[src/rtl/braid_mix_sequencer.sv]
// braid_mix_sequencer: run controller for an N_ROWS x N_STAGES mixer braid.
// Loads the braid, walks the mixer columns from the inlet side to the outlet side,
// offers the product to a downstream sampler, then flushes the network.
module braid_mix_sequencer #(
  parameter int unsigned N_ROWS   = 8,
  parameter int unsigned N_STAGES = 16,
  parameter int unsigned CNT_W    = 16,
  parameter int unsigned SIDX_W   = 4
) (
  input  logic                clk,
  input  logic                rst_n,
  input  logic                start,
  input  logic                abort,
  input  logic                hold,
  input  logic [CNT_W-1:0]    cfg_fill,
  input  logic [CNT_W-1:0]    cfg_mix,
  input  logic [CNT_W-1:0]    cfg_flush,
  output logic [N_ROWS-1:0]   inlet_en,
  output logic [N_STAGES-1:0] mixer_col_en,
  output logic [SIDX_W-1:0]   stage_idx,
  output logic                out_valid,
  input  logic                out_ready,
  output logic [N_ROWS-1:0]   outlet_en,
  output logic                flush_en,
  output logic                busy,
  output logic                done,
  output logic                aborted
);

  localparam logic [SIDX_W-1:0] LAST_COL = SIDX_W'(N_STAGES - 1);

  typedef enum logic [2:0] {
    S_IDLE,
    S_LOAD,
    S_MIX,
    S_SAMPLE,
    S_FLUSH
  } state_t;

  state_t                state_q, state_d;
  logic [CNT_W-1:0]      cnt_q, cnt_d;
  logic [SIDX_W-1:0]     stage_q, stage_d;
  logic [CNT_W-1:0]      mix_len_q, mix_len_d;
  logic [CNT_W-1:0]      flush_len_q, flush_len_d;
  logic                  abort_run_q, abort_run_d;
  logic [N_ROWS-1:0]     inlet_en_q, inlet_en_d;
  logic [N_STAGES-1:0]   mixer_col_en_q, mixer_col_en_d;
  logic                  out_valid_q, out_valid_d;
  logic [N_ROWS-1:0]     outlet_en_q, outlet_en_d;
  logic                  flush_en_q, flush_en_d;
  logic                  busy_q, busy_d;
  logic                  done_q, done_d;
  logic                  aborted_q, aborted_d;

  // A programmed duration of zero still runs the phase for one cycle
  function automatic logic [CNT_W-1:0] nz(input logic [CNT_W-1:0] v);
    return (v == '0) ? CNT_W'(1) : v;
  endfunction

  // Next-state, counter and registered-output decode
  always_comb begin
    state_d     = state_q;
    cnt_d       = cnt_q;
    stage_d     = stage_q;
    mix_len_d   = mix_len_q;
    flush_len_d = flush_len_q;
    abort_run_d = abort_run_q;
    aborted_d   = aborted_q;
    done_d      = 1'b0;

    unique case (state_q)
      S_IDLE: begin
        if (start && !abort) begin
          state_d     = S_LOAD;
          cnt_d       = nz(cfg_fill) - CNT_W'(1);
          mix_len_d   = nz(cfg_mix);
          flush_len_d = nz(cfg_flush);
          abort_run_d = 1'b0;
          aborted_d   = 1'b0;
        end
      end
      S_LOAD: begin
        if (abort) begin
          state_d     = S_FLUSH;
          cnt_d       = flush_len_q - CNT_W'(1);
          abort_run_d = 1'b1;
        end else if (!hold) begin
          if (cnt_q == '0) begin
            state_d = S_MIX;
            stage_d = LAST_COL;
            cnt_d   = mix_len_q - CNT_W'(1);
          end else begin
            cnt_d = cnt_q - CNT_W'(1);
          end
        end
      end
      S_MIX: begin
        if (abort) begin
          state_d     = S_FLUSH;
          stage_d     = '0;
          cnt_d       = flush_len_q - CNT_W'(1);
          abort_run_d = 1'b1;
        end else if (!hold) begin
          if (cnt_q == '0) begin
            if (stage_q == '0) begin
              state_d = S_SAMPLE;
            end else begin
              stage_d = stage_q - SIDX_W'(1);
              cnt_d   = mix_len_q - CNT_W'(1);
            end
          end else begin
            cnt_d = cnt_q - CNT_W'(1);
          end
        end
      end
      S_SAMPLE: begin
        if (abort) begin
          state_d     = S_FLUSH;
          cnt_d       = flush_len_q - CNT_W'(1);
          abort_run_d = 1'b1;
        end else if (out_ready) begin
          state_d = S_FLUSH;
          cnt_d   = flush_len_q - CNT_W'(1);
        end
      end
      S_FLUSH: begin
        if (cnt_q == '0) begin
          state_d = S_IDLE;
          done_d  = 1'b1;
          if (abort_run_q) aborted_d = 1'b1;
          abort_run_d = 1'b0;
        end else begin
          cnt_d = cnt_q - CNT_W'(1);
        end
      end
      default: begin
        state_d = S_IDLE;
        stage_d = '0;
        cnt_d   = '0;
      end
    endcase

    // Outputs follow the state being entered so they change on the transition edge
    inlet_en_d     = (state_d == S_LOAD) ? '1 : '0;
    mixer_col_en_d = (state_d == S_MIX) ? (N_STAGES'(1) << stage_d) : '0;
    out_valid_d    = (state_d == S_SAMPLE);
    outlet_en_d    = (state_d == S_SAMPLE || state_d == S_FLUSH) ? '1 : '0;
    flush_en_d     = (state_d == S_FLUSH);
    busy_d         = (state_d != S_IDLE);
  end

  // State, counters and output registers; reset drops every valve and pump at once
  always_ff @(posedge clk or negedge rst_n) begin
    if (!rst_n) begin
      state_q        <= S_IDLE;
      cnt_q          <= '0;
      stage_q        <= '0;
      mix_len_q      <= '0;
      flush_len_q    <= '0;
      abort_run_q    <= 1'b0;
      inlet_en_q     <= '0;
      mixer_col_en_q <= '0;
      out_valid_q    <= 1'b0;
      outlet_en_q    <= '0;
      flush_en_q     <= 1'b0;
      busy_q         <= 1'b0;
      done_q         <= 1'b0;
      aborted_q      <= 1'b0;
    end else begin
      state_q        <= state_d;
      cnt_q          <= cnt_d;
      stage_q        <= stage_d;
      mix_len_q      <= mix_len_d;
      flush_len_q    <= flush_len_d;
      abort_run_q    <= abort_run_d;
      inlet_en_q     <= inlet_en_d;
      mixer_col_en_q <= mixer_col_en_d;
      out_valid_q    <= out_valid_d;
      outlet_en_q    <= outlet_en_d;
      flush_en_q     <= flush_en_d;
      busy_q         <= busy_d;
      done_q         <= done_d;
      aborted_q      <= aborted_d;
    end
  end

  assign inlet_en     = inlet_en_q;
  assign mixer_col_en = mixer_col_en_q;
  assign stage_idx    = stage_q;
  assign out_valid    = out_valid_q;
  assign outlet_en    = outlet_en_q;
  assign flush_en     = flush_en_q;
  assign busy         = busy_q;
  assign done         = done_q;
  assign aborted      = aborted_q;

endmodule
[config.mk]
export PLATFORM = sky130hd
export DESIGN_NAME = braid_mix_sequencer
export DESIGN_NICKNAME = d
export VERILOG_FILES = /design/src/rtl/braid_mix_sequencer.sv
export SDC_FILE = /design/constraint.sdc
export NUM_CORES = 1
export LEC_CHECK = 0
export ABC_AREA = 1
export CELL_PAD_IN_SITES_DETAIL_PLACEMENT = 0
export CELL_PAD_IN_SITES_GLOBAL_PLACEMENT = 1
export CORE_UTILIZATION = 41
export CTS_CLUSTER_DIAMETER = 100
export DETAILED_ROUTE_END_ITERATION = 7
export GPL_ROUTABILITY_DRIVEN = 0
export GPL_TIMING_DRIVEN = 0
export PLACE_DENSITY = 0.95
export SLEW_MARGIN = 20
export SYNTH_ARGS = -nofsm -noshare
export SYNTH_HDL_FRONTEND = slang
export SYNTH_SLANG_ARGS = --single-unit
[constraint.sdc]
create_clock -name clk -period 4.15 [get_ports clk]
set_clock_uncertainty 0.05 [all_clocks]
set_input_delay 0.6225 -clock clk [delete_from_list [all_inputs] [get_ports clk]]
set_output_delay 0.6225 -clock clk [all_outputs]
set_load 0.005 [all_outputs]
==> flow_summary.yaml <==
status:
  status: "completed"
synth:
  yosysWarnings: 0
  yosys.area.top_type: "dfrtp_1"
  synth.cell_area_um2: 5673
  synthMuxAreaShare_pct: 0
  syn_avg_cell_area_um2: 6.794
  synth_simple_gate_area_share_pct: 42.77
  synthTopCellsByArea: "dfrtp_1, nand2_1, nor2_1"
  ys_seq_area_share_pct: 34.85
  synth-compound-area-share_pct: 7.962
  synth_top_area_share_pct: 34.85
  syn_nets: 894
  synthAdderAreaFrac_pct: 1.103
  synthCells: 835
  synth_top_family_by_area: "simple AND/OR/NAND/NOR gates"
  synth.distinct_cells: 43
  yosys.area_share.xor_xnor_pct: 4.014
  synth-seq-cells: 79
worst_setup_path:
  crit_fanout: 5
  cp.arrival_ps: 3040
  path_class: "in -> reg"
  crit_required_ps: 4330
  cp-end-kind: "flop"
  setup.worst_path.start_class: "primary input"
power:
  ir_drop_v: 0.0002720
  p_leak_nw: 3.437
  power.density_nw_per_um2: 606.5
  power_mw: 4.368
detailed_routing:
  via_count: 5667
  ant_nets: 0
  viasPerCell: 5.055
  drc: 0
  wl_per_cell_um: 14.59
  dr.pass1.iters: 5
  drt-total-wl_um: 16350
  drtIter0Drc: 454
final_layout:
  stdcell_area_um2: 7202
  syn2layout_area_growth_pct: 26.95
  layout_commonest_cell: "nand2_1"
  stdcell_count: 1121
  layout_common_cells: "nand2_1, nor2_1, clkdlybuf4s50_1, inv_1, dfrtp_1"
  drive_gt1_share_pct: 10.05
  finalNetCount: 999
  antenna_cells: 0
clock_network:
  clk_latency_ps: 340
  cts_buffer_depth: 2
  path_clk_slew_ps: 70
  cts_hold_buf: 0
  cts_tree: "built"
  numCtsBuffers: 9
  cts-htree-levels: 3
  ctsRootBufferMaster: "clkbuf_16"
  post_cts_buffers: 0
  cts_resized: 0
  cts.sinks: 79
global_routing:
  grt_max_degree: 60
  antenna_found_initial: 0
  grt.overflow.total: 0
  track_usage_pct: 24.41
  grt_pass1_vias: 5315
  grt_pass1_wl_um: 27370
placement:
  io_buffers: 93
  hpwl_um: 13030
  placedCellCount: 1105
  place_area_um2: 6849
floorplanning:
  boundaryPins: 95
  die-height_um: 119.6
  chipWidth_um: 119.6
  rows: 42
  core_area_um2: 13350
  start_util_pct: 42.50
  dieArea_um2: 14310
sta:
  final.setup.tns_ps: 0
  hold_slack_ps: 122.5
  grt_setup_unrepaired: "false"
  worst_pin_slew_ps: 688.7
  fin_crit_ps: 2857
  drv_slew: 0
  final-setup-viol-count: 0
  hold_violations: 0
  fin_crit_sh_pct: 68.84
  fmax_mhz: 350.0
  slew_headroom_pct: 53.73
worst_hold_path:
  hold_class: "in -> async"
run:
  maxCapViolCount: 0
## cell usage after synthesis, drive strengths merged
library cell / count
nor2: 121
o211ai: 4
nand2: 272
clkbuf: 6
o22ai: 3
o21ai: 46
nor4: 8
ha: 5
xor2: 19
nand4: 17
o31ai: 1
a31oi: 1
or2: 4
buf: 23
clkinv: 1
xnor2: 7
a22oi: 2
and2: 2
dfrtp: 79
and3: 1
nand3b: 8
inv: 89
a21o: 1
o21bai: 5
nor3: 14
a21oi: 17
nand3: 79
## path summary, 6_finish.rpt
path                       slack [ps]                          end               startpoint  cells after the start
setup reg to reg                 1800               busy$_DFF_PN0_     cnt_q[0]$_DFFE_PN0P_                      9
max in group asynchronous        3340  flush_len_q[11]$_DFFE_PN0P_                    rst_n                      2
hold / removal                    120       stage_idx[0]$_DFF_PN0_                    rst_n                      1
hold reg to reg                   440      abort_run_q$_DFFE_PN0P_  abort_run_q$_DFFE_PN0P_                      2
min in group clk                  440      abort_run_q$_DFFE_PN0P_  abort_run_q$_DFFE_PN0P_                      2
setup / recovery                 1290         cnt_q[6]$_DFFE_PN0P_              cfg_fill[9]                     15
## sequential cells by signal, indices dropped and copies added (netlist names)
register	flops
flush_en	1
stage_idx	4
aborted	1
state_q	3
mixer_col_en	16
out_valid	1
mix_len_q	16
flush_len_q	16
outlet_en	1
inlet_en	1
busy	1
abort_run_q	1
cnt_q	16
done	1
## area by class of cell
type	count	area, µm²
inverter	90	340.3
clock inverter	7	127.6
fill	1323	6146
multi-input combinational	637	3168
tap	176	220.2
clock buffer	9	225.2
sequential	79	1977
timing repair buffer	94	955.9
buffer	29	187.7
## routing by layer
| layer | up-vias | track usage (%) | wire (µm) |
|---|---|---|---|
| met3 | 21 | 4.087 | 957 |
| met4 | 0 | 7.031 | 305 |
| met1 | 2570 | 35.65 | 7755 |
| li1 | 2891 | - | - |
| met2 | 185 | 36.92 | 7333 |
| met5 | - | 0 | 0 |
## where the power goes
group	total (mW)	leakage (nW)	switching [mW]	internal [mW]
logic	2.10	2.25	1.28	0.815
registers	1.33	1.02	0.295	1.03
clock network	0.941	0.173	0.344	0.597
total	4.37	3.44	1.92	2.45
## through the flow
step	setup WS (ps)	utilization (%)
finish	1293	53.96
global route	1026	53.96
CTS	1343	53.96
detailed placement	995.2	51.31
global placement	-370.7	51.12
floorplan	1856	-
## worst max-delay path, stage by stage
cell	delay [ps]
clkdlybuf4s50_1	500
nor2_1	250
nand2_1	110
nor2_1	160
nand2_1	100
nand2_1	90
inv_1	100
ha_1	240
nand2_1	170
nor3_1	100
or2_2	280
nand3_1	90
nand4_1	110
nand2_1	80
o21ai_1	50
## kinds of logic after synthesis
| kind of cell | Yosys count |
|---|---|
| AO/OA/AOI/OAI | 80 |
| XOR/XNOR | 26 |
| adder cells (fa/ha/maj) | 5 |
| buffers and inverters | 119 |
| flip-flops | 79 |
| AND/OR/NAND/NOR | 526 |
Note: power is estimated with default switching activity, not from simulation.
==> RTL change 1, RTL diff (config.mk and constraints unchanged) <==
Re-encode `state_t` (5 states) as one-hot, 5 bits wide.
--- a/src/rtl/braid_mix_sequencer.sv
+++ b/src/rtl/braid_mix_sequencer.sv
@@ -29,12 +29,12 @@
 
   localparam logic [SIDX_W-1:0] LAST_COL = SIDX_W'(N_STAGES - 1);
 
-  typedef enum logic [2:0] {
-    S_IDLE,
-    S_LOAD,
-    S_MIX,
-    S_SAMPLE,
-    S_FLUSH
+  typedef enum logic [4:0] {
+    S_IDLE   = 5'b00001,
+    S_LOAD   = 5'b00010,
+    S_MIX    = 5'b00100,
+    S_SAMPLE = 5'b01000,
+    S_FLUSH  = 5'b10000
   } state_t;
 
   state_t                state_q, state_d;
Function: no difference found for any inputs over 4 cycles, from zero or initial values and one cycle with rst_n low; so few cycles prove little.
==> RTL change 1 against the original RTL <==
  * Design area increased by 0.97%
  * Combinational power down 18%
  * Clock power down 4.1%
  * Sequential cell count rose by 2
  * Register-to-register slack improved by 0.07 ns
  * Area after synthesis grew 1.7%
  * Total power decreased by 11%
  * Routed wire length is 1.9% lower
  * Via count fell by 0.90%
  * Setup slack better by 0.077 ns
==> RTL change 1: results (changes against the original RTL) <==
[grt]
antenna_found_initial=0  ; unchanged
grt_max_degree=45  ; was 60
met2_usage=0.3703  ; was 0.3692
use_met3=0.03821  ; was 0.04087
grt.met1_usage=0.3331  ; was 0.3565
grt_pass1_wl_um=26540  ; was 27370 um
grtUsageTotal=0.2349  ; was 0.2441
first_global_vias=5269  ; was 5315

[synthesis]
synth.cells.most_frequent=nand2_1, nor2_1, inv_1  ; was nand2_1, nor2_1, dfrtp_1, inv_1, nand3_1
yosysSeqAreaShare=0.3517  ; was 0.3485
synthesis.nets=908  ; was 894
yosysWarnings=0  ; unchanged
synth.distinct_cells=44  ; was 43

[worst_setup_path]
r2r_end=cnt_q[9]$_DFFE_PN0P_  ; was busy$_DFF_PN0_
arrival_ns=2.97  ; was 3.04 ns
rrSetupSlack_ns=1.87  ; was 1.80 ns
cp-endpoint=cnt_q[10]$_DFFE_PN0P_  ; was cnt_q[6]$_DFFE_PN0P_
critical_path.startpoint=cfg_fill[5]  ; was cfg_fill[9]
worst-path-max-fanout=6  ; was 5
r2r_cells=12  ; was 9

[pwr]
p_sw_mw=1.692  ; was 1.922 mW
ir_drop_v=0.0002818  ; was 0.0002720 V
pwr-share-clk=0.231  ; was 0.216
power_frac_seq=0.330  ; was 0.304
leakage_nw=3.514  ; was 3.437 nW

[route]
vias_per_cell=4.948  ; was 5.055
wl_met3_um=795  ; was 957 um
wl_per_cell_um=14.14  ; was 14.59 um
drt_iter0_drc=285  ; was 454
wirelength_met1_um=7687  ; was 7755 um
wl_um=16050  ; was 16350 um

[cells_and_area]
drive_above_1_share=0.1032  ; was 0.1005
final_nets=1014  ; was 999

[placed_design]
preCtsSetupSlack_ns=1.039  ; was 0.9952 ns
dpl_cell_area_um2=6945  ; was 6849 um^2
numPlacedInstances=1119  ; was 1105
io_buffers=94  ; was 93
place_hpwl_um=12590  ; was 13030 um

[sta]
fin_hold_ws_ns=0.2255  ; was 0.1225 ns
fin_crit_ns=2.780  ; was 2.857 ns
slew_headroom=0.6062  ; was 0.5373

[status]
status=finished clean  ; unchanged

==> RTL change 1: worst max-delay path, stage by stage <==
cell and delay (ns):
clkdlybuf4s50_1 0.54, nor2_1 0.06, nand2_1 0.08, nor2_1 0.05, nand2_1 0.14, nand2_1 0.11
inv_1 0.14, ha_1 0.22, nand2_1 0.11, nor2_1 0.31, nand2_1 0.11, o21ai_0 0.24
nand4_1 0.12, nand2_1 0.07, nand2_1 0.04
==> RTL change 1: area by class of cell <==
cell class	instances	area, um^2
Tap cell	176	220.2
Inverter	109	412.9
Clock inverter	7	101.3
Clock buffer	9	225.2
Timing Repair Buffer	95	958.4
Sequential cell	81	2028
Multi-Input combinational cell	631	3152
Fill cell	1332	6181
Buffer	27	173.9
==> RTL change 1: kinds of logic after synthesis <==
logic type	after synthesis	share of synthesized area
and+or+nand+nor	529	0.4283
buffers and inverters	136	0.1018
DFF	81	0.3517
AOI/OAI and AO/OA	74	0.07182
xor gates and xnor gates	22	0.03341
adders and majority gates	6	0.01302
==> RTL change 2, RTL diff (same flow settings) <==
Without the edit above. Change the parameter `SIDX_W` from 4 to 5.
--- a/src/rtl/braid_mix_sequencer.sv
+++ b/src/rtl/braid_mix_sequencer.sv
@@ -5,7 +5,7 @@
   parameter int unsigned N_ROWS   = 8,
   parameter int unsigned N_STAGES = 16,
   parameter int unsigned CNT_W    = 16,
-  parameter int unsigned SIDX_W   = 4
+  parameter int unsigned SIDX_W   = 5
 ) (
   input  logic                clk,
   input  logic                rst_n,
Ports: changed (resized stage_idx); port bits go from 95 to 96. The function was not compared with the original's and may differ.
==> RTL change 2 against the original RTL <==
  * Sequential cell count up 1
  * Count of clock-buffer cells in the layout up 1
  * Area after synthesis down 0.11%
  * Routed wire length down 1.5%
  * Total power down 3.1%
  * First-iteration DRC count down 7.0%
  * Clock power down 5.8%
  * Global-route usage down 0.47 points
  * Combinational power down 4%
  * Setup slack better by 0.032 ns
  * Design area down 0.26%
==> RTL change 2: results (changes against the original RTL) <==
[pwr]
ir_drop_v=0.0002477  ; was 0.0002720 V

[cells_and_area]
multi_input_gates=623  ; was 637
drive_above_1_share=0.09554  ; was 0.1005
final_nets=997  ; was 999
nFillCells=1316  ; was 1323
multi_input_area_share=0.4348  ; was 0.4399
seq_area_um2=2002  ; was 1977 um^2
num_antenna_cells=0  ; unchanged
nClkBuffers=10  ; was 9
clock_area_frac=0.04598  ; was 0.04899

[grt]
grt_pass1_wl_um=26580  ; was 27370 um
grtUsageTotal=0.2394  ; was 0.2441
grt_max_degree=51  ; was 60
use_met3=0.04183  ; was 0.04087
met2_usage=0.3783  ; was 0.3692
grt.met1_usage=0.3281  ; was 0.3565

[route]
top_layer=met4  ; unchanged
wl_met2_um=7450  ; was 7333 um
wirelength_met1_um=7467  ; was 7755 um
wl_met3_um=805  ; was 957 um
wl_per_cell_um=14.41  ; was 14.59 um
drt_iter0_drc=422  ; was 454

[worst_setup_path]
r2r-start=stage_idx[0]$_DFF_PN0_  ; was cnt_q[0]$_DFFE_PN0P_
rrSetupSlack_ns=1.94  ; was 1.80 ns
r2r_end=cnt_q[10]$_DFFE_PN0P_  ; was busy$_DFF_PN0_
r2r_cells=11  ; was 9
critical_path.startpoint=cfg_fill[8]  ; was cfg_fill[9]

[status]
status=finished clean  ; unchanged

[synthesis]
synth_area_leaders=dfrtp_1, nand2_1, nor2_1  ; unchanged
synth.distinct_cells=40  ; was 43
yosysSeqAreaShare=0.3533  ; was 0.3485
synthesis.nets=891  ; was 894
synth.cells.most_frequent=nand2_1, nor2_1, inv_1  ; was nand2_1, nor2_1, dfrtp_1, inv_1, nand3_1
ys_ff_latch=80  ; was 79

[sta]
period_share=0.6806  ; was 0.6884

[placed_design]
io_buffers=94  ; was 93
preCtsSetupSlack_ns=1.005  ; was 0.9952 ns
place_hpwl_um=12900  ; was 13030 um

[cts]
insertion_delay_ns=0.35
clk_pin_slew_ns=0.06
cts_setup_buffers=0  ; unchanged

## RTL change 2: power by group
part	total (mW)	internal, mW	leakage (nW)	switching, mW
clock network	0.886	0.546	0.163	0.340
logic	2.02	0.788	2.27	1.23
registers	1.32	1.04	1.03	0.282
total	4.23	2.38	3.46	1.85
## RTL change 2: kinds of logic (layout without fill, tap and decap cells)
| kind of cell | count (synthesis) | in the layout | share of synthesized area |
|---|---|---|---|
| and+or+nand+nor | 509 | 509 | 0.4091 |
| buffers and inverters | 128 | 239 | 0.09561 |
| adders and majority gates | 6 | 6 | 0.01325 |
| DFF | 80 | 80 | 0.3533 |
| AOI/OAI and AO/OA | 78 | 78 | 0.08236 |
| xor gates and xnor gates | 30 | 30 | 0.04637 |
## RTL change 2: worst max-delay path: stages
cell	delay (ns)
clkdlybuf4s50_1	0.53
nor2_1	0.09
nand2_1	0.09
nor2_1	0.06
nand2_1	0.12
nand2_1	0.07
inv_1	0.14
ha_1	0.17
inv_1	0.06
nor2_1	0.20
nand2_1	0.15
nor3_1	0.27
nand3_1	0.12
nand3_1	0.11
nand3_1	0.10
nand2_1	0.07
nand2_1	0.04
## RTL change 2: through the flow
stage | instance area (um^2) | hold slack [ns] | instances | setup TNS [ns] | utilization
after global routing | 7183 | 0.1937 | 1118 | 0 | 0.5382
after CTS | 7183 | 0.1802 | 1118 | 0 | 0.5382
after detailed placement | 6853 | 0.4589 | 1102 | 0 | 0.5134
after global placement | 6828 | 0.4600 | 1101 | -35.25 | 0.5115
final | 7183 | 0.1584 | 1118 | 0 | 0.5382
after floorplan | 5667 | 0.2769 | 831 | 0 | -
